==> src/rtl/debounce_edge_if.sv <==
// Bus between a raw switch input and its debounced level, strobes and edge count.
interface debounce_edge_if #(
    parameter int EVT_W = 8
);
    logic             din;
    logic             q_level;
    logic             rise_pulse;
    logic             fall_pulse;
    logic             busy;
    logic [EVT_W-1:0] rise_count;

    modport master (
        output din,
        input  q_level, rise_pulse, fall_pulse, busy, rise_count
    );

    modport slave (
        input  din,
        output q_level, rise_pulse, fall_pulse, busy, rise_count
    );
endinterface

==> src/rtl/debounce_edge.sv <==
// Switch conditioner: 2-FF synchronizer, stability counter, registered level,
// one-cycle rise/fall strobes and a wrapping count of accepted rising edges.
module debounce_edge #(
    parameter int STABLE_CNT = 4,
    parameter int CNT_W      = 4,
    parameter int EVT_W      = 8
) (
    input  logic           clk,
    input  logic           reset,
    debounce_edge_if.slave bus
);
    localparam logic [CNT_W-1:0] LAST = CNT_W'(STABLE_CNT - 1);

    logic             sync1;
    logic             sync2;
    logic [CNT_W-1:0] cnt;

    assign bus.busy = (cnt != '0);

    always_ff @(posedge clk) begin
        if (reset) begin
            sync1          <= 1'b0;
            sync2          <= 1'b0;
            cnt            <= '0;
            bus.q_level    <= 1'b0;
            bus.rise_pulse <= 1'b0;
            bus.fall_pulse <= 1'b0;
            bus.rise_count <= '0;
        end else begin
            sync1          <= bus.din;
            sync2          <= sync1;
            bus.rise_pulse <= 1'b0;
            bus.fall_pulse <= 1'b0;
            // Any return to the current level aborts a pending change.
            if (sync2 == bus.q_level) begin
                cnt <= '0;
            end else if (cnt == LAST) begin
                cnt            <= '0;
                bus.q_level    <= sync2;
                bus.rise_pulse <= sync2;
                bus.fall_pulse <= ~sync2;
                if (sync2)
                    bus.rise_count <= bus.rise_count + EVT_W'(1);
            end else begin
                cnt <= cnt + CNT_W'(1);
            end
        end
    end
endmodule

==> src/flat_wrapper.sv <==
// flat-port wrapper written by rule: the top's interface ports become plain ports
module debounce_edge_flat 
#(
    parameter int STABLE_CNT = 4,
    parameter int CNT_W      = 4,
    parameter int EVT_W      = 8
)
  (clk, reset, bus_din, bus_q_level, bus_rise_pulse, bus_fall_pulse, bus_busy, bus_rise_count);
  debounce_edge_if #(.EVT_W(EVT_W)) bus_i ();
  input  logic clk;
  input  logic reset;
  input wire logic [$bits(bus_i.din)-1:0] bus_din;
  output wire logic [$bits(bus_i.q_level)-1:0] bus_q_level;
  output wire logic [$bits(bus_i.rise_pulse)-1:0] bus_rise_pulse;
  output wire logic [$bits(bus_i.fall_pulse)-1:0] bus_fall_pulse;
  output wire logic [$bits(bus_i.busy)-1:0] bus_busy;
  output wire logic [$bits(bus_i.rise_count)-1:0] bus_rise_count;
  assign bus_i.din = bus_din;
  assign bus_q_level = bus_i.q_level;
  assign bus_rise_pulse = bus_i.rise_pulse;
  assign bus_fall_pulse = bus_i.fall_pulse;
  assign bus_busy = bus_i.busy;
  assign bus_rise_count = bus_i.rise_count;
  debounce_edge #(.STABLE_CNT(STABLE_CNT), .CNT_W(CNT_W), .EVT_W(EVT_W)) u_core (.clk(clk), .reset(reset), .bus(bus_i));
endmodule
==> config.mk <==
export PLATFORM = sky130hd
export DESIGN_NAME = debounce_edge_flat
export DESIGN_NICKNAME = d
export VERILOG_FILES = /design/src/rtl/debounce_edge_if.sv /design/src/rtl/debounce_edge.sv /design/src/flat_wrapper.sv
export SDC_FILE = /design/constraint.sdc
export NUM_CORES = 1
export LEC_CHECK = 0
export CAP_MARGIN = 20
export CORE_MARGIN = 3
export CORE_UTILIZATION = 44
export DETAILED_ROUTE_END_ITERATION = 7
export PLACE_DENSITY = 0.8
export REMOVE_ABC_BUFFERS = 1
export SLEW_MARGIN = 40
export SYNTH_ARGS = -nofsm -noshare
export SYNTH_HDL_FRONTEND = slang
export SYNTH_SLANG_ARGS = --single-unit
==> constraint.sdc <==
create_clock -name clk -period 1.84 [get_ports clk]
set_input_delay 0.276 -clock clk [delete_from_list [all_inputs] [get_ports clk]]
set_output_delay 0.276 -clock clk [all_outputs]
set_load 0.01 [all_outputs]
==> reports/metrics.yaml <==
sta:
  slew_violations: 0
  finalCriticalPeriod_ns: 1.68
  finalCritPeriodShare_pct: 91.4
  grt_setup_unrepaired: "false"
  finalSetupTns_ns: 0
  timing.fmax_mhz: 595
  slew_headroom_pct: 66.4
  setup_viol: 0
  finalClockSkew_ns: 0.00316
  hold_violations: 0
  tightest_slew_ns: 0.503
cts:
  cts-buffers-inserted: 3
  postCtsHoldBufs: 0
  cts.htree.levels: 1
  clk_latency_ns: 0.29
  cts_post_setup_buffers_inserted: 0
  cts_tree: "built"
  clock-sinks: 17
  clock_path_buffers: 2
  clk_pin_slew_ns: 0.09
  cts_root_buf: "clkbuf_4"
power:
  p_int_w: 0.000466
  clkPwrFrac_pct: 32.9
  p_comb_share_pct: 4.1
  p_leak_nw: 0.411
  p_sw_share_pct: 21.2
  sequentialPowerShare_pct: 62.9
  p_sw_w: 0.000125
  ir_drop_mv: 0.476
  power_per_cell_area_mw_per_mm2: 581
die:
  core_mm2: 0.00159
  dieArea_mm2: 0.00233
  ios: 15
  die_h_um: 48.3
  die_w_um: 48.3
  initial_core_util_pct: 49.4
  num_rows: 14
route:
  vias_per_cell: 5.03
  antenna_left: 0
  top_layer: "met4"
  drt_iter0_drc: 14
  wl_met3_um: 68
  vias: 644
  remaining_drc_errors: 0
  routed_wl_um: 1500
  post_drt_wl_per_cell_um: 11.7
  wl_met1_um: 642
  drtPass1Iterations: 4
  route.met2.wl_um: 764
worst_setup_path:
  slowest_delay_ns: 0.44
  cp_num_buf_inv: 1
  path_cells: "ha_1 > or3b_4 > buf_4 > or3_1 > a21oi_1"
  worst_path_max_delay_cell: "or3b_4"
  critPathLaunchType: "register"
  end_kind: "register"
  rr_endpoint: "u_core.bus.rise_count[0]"
  timing.rr.start: "u_core.cnt[1]"
  critPathTopFamily: "simple AND/OR/NAND/NOR gates"
  arrival_ns: 1.91
  cp_data_required_time_ns: 2.07
  worst-r2r-cell-count: 5
  path_max_fanout: 6
  critical_path_class: "reg -> reg"
  rrSetupSlack_ns: 0.16
grt:
  grt_pass1_vias: 593
  grt_usage_pct: 16.3
  grt_pass1_wl_um: 2620
  antenna_found_initial: 0
  grt_start_max_net_pins: 16
  grt-ovfl-total: 0
logic_synthesis:
  yosysUniqueCellTypes: 32
  yosysSeqAreaShare_pct: 43.2
  syn_inst: 82
  avgSynthCellArea_um2: 9.60
  ys_ff_latch: 17
  synth_area_um2: 787
  synth_warnings: 0
min_path:
  hold_path_end: "u_core.sync2"
  hold_depth: 1
  hp-start: "u_core.sync1"
  hp-class: "reg -> reg"
place:
  dp.cells: 124
  dp_hpwl_um: 1130
  port_buffers: 14
  place.gp.congestion: 0.762
layout:
  final_cell_mix: "17 x dfxtp_1, 13 x clkdlybuf4s50_1, 9 x nor2_1"
  final.fill_count: 148
  fin_util_pct: 63.9
  antenna_cells: 0
  final_cells: 128
  areaGrowthSynthToFinish_pct: 29.4
  drive_above_1_share_pct: 16.3
  final_common_cell: "dfxtp_1"
  fin_nets: 111
run_status:
  status: "complete, no violations"
flow_run:
  drv_cap: 0
==> flip-flops by register name, summed over array words and instances (netlist names) <==
signal,cells
u_core.bus.q_level,1
u_core.bus.fall_pulse,1
u_core.sync1,1
u_core.sync2,1
u_core.cnt,4
u_core.bus.rise_count,8
u_core.bus.rise_pulse,1
==> through the flow <==
stage | setup WS [ns] | instance area, um2 | hold slack (ns) | total power [W]
global placement | 0.120 | 991 | 0.419 | 0.000405
global route | 0.0317 | 1020 | 0.477 | 0.000621
detailed placement | 0.0803 | 991 | 0.447 | 0.000406
floorplan | 0.0549 | 768 | 0.345 | 0.000389
CTS | 0.0577 | 1020 | 0.466 | 0.000600
finish | 0.159 | 1020 | 0.455 | 0.000592
==> power groups by stage <==
stage | clock (W) | sequential, W | combinational (W)
after floorplan | 0 | 0.000380 | 0.00000875
final | 0.000195 | 0.000372 | 0.0000244
after global placement | 0 | 0.000381 | 0.0000241
after CTS | 0.000203 | 0.000372 | 0.0000249
after global routing | 0.000220 | 0.000373 | 0.0000276
after detailed placement | 0 | 0.000381 | 0.0000251
==> cell families after synthesis <==
group / count (synthesis) / synth area share (%)
flip-flops: 17 / 43.2
AND/OR/NAND/NOR: 38 / 31.0
AO/OA/AOI/OAI: 10 / 8.27
adder cells (fa/ha/maj): 3 / 4.77
buffers and inverters: 8 / 4.77
multiplexers: 4 / 5.72
XOR/XNOR: 2 / 2.23
==> area by class of cell <==
cell class / instances / area [um2] / area share, %
well taps: 24 / 30.0 / 2.95
multi-input cells: 57 / 412 / 40.4
inverters: 5 / 18.8 / 1.84
clock buffers: 4 / 26.3 / 2.58
flip-flops and latches: 17 / 340 / 33.4
repair buffers: 21 / 191 / 18.8
==> synth_stat cells (all sizes together) <==
library cell,number,share of area (%)
o21ba,1,1.3
inv,5,2.4
or3b,1,1.1
nand3b,1,0.95
xor2,1,1.1
nor2,9,4.3
o21ai,2,1.3
nor3,2,1.3
dfxtp,17,43
and3,1,0.80
clkbuf,2,0.95
ha,3,4.8
nor2b,6,4.8
xnor2,1,1.1
and4,1,1.1
nor4b,1,1.1
nand2b,2,1.6
nand2,3,1.4
a21o,1,0.95
nand3,3,1.9
or3,1,0.80
a211o,1,1.1
nand4b,1,1.1
nand4,2,1.6
nor4,3,6.2
a21oi,4,2.5
nor3b,1,0.95
mux2,4,5.7
o31a,1,1.1
buf,1,1.4
==> worst max-delay path by stage <==
stage / from / end / slack, ns / cells after the start
2_1_floorplan: u_core.cnt[0] / u_core.bus.rise_count[6] / 0.05 / 4
3_3_place_gp: u_core.cnt[1] / u_core.bus.rise_count[6] / 0.12 / 4
3_5_place_dp: u_core.cnt[1] / u_core.bus.rise_count[6] / 0.08 / 4
4_1_cts: u_core.cnt[1] / u_core.bus.rise_count[0] / 0.06 / 5
5_1_grt: u_core.cnt[1] / u_core.bus.rise_count[0] / 0.03 / 5
6_report: u_core.cnt[1] / u_core.bus.rise_count[0] / 0.16 / 5
==> repair_timing <==
item,CTS,global route
hold endpoints to repair,0,0
setup endpoints to repair,1,3
resized for setup,1,1
==> per-layer routing <==
metal  up-vias  GRT usage [%]
met4         0           6.45
met3         4           5.54
met1       300           20.8
met2        13           25.0
met5         -              0
li1        327              -
Note: power is estimated with default switching activity, not from simulation.
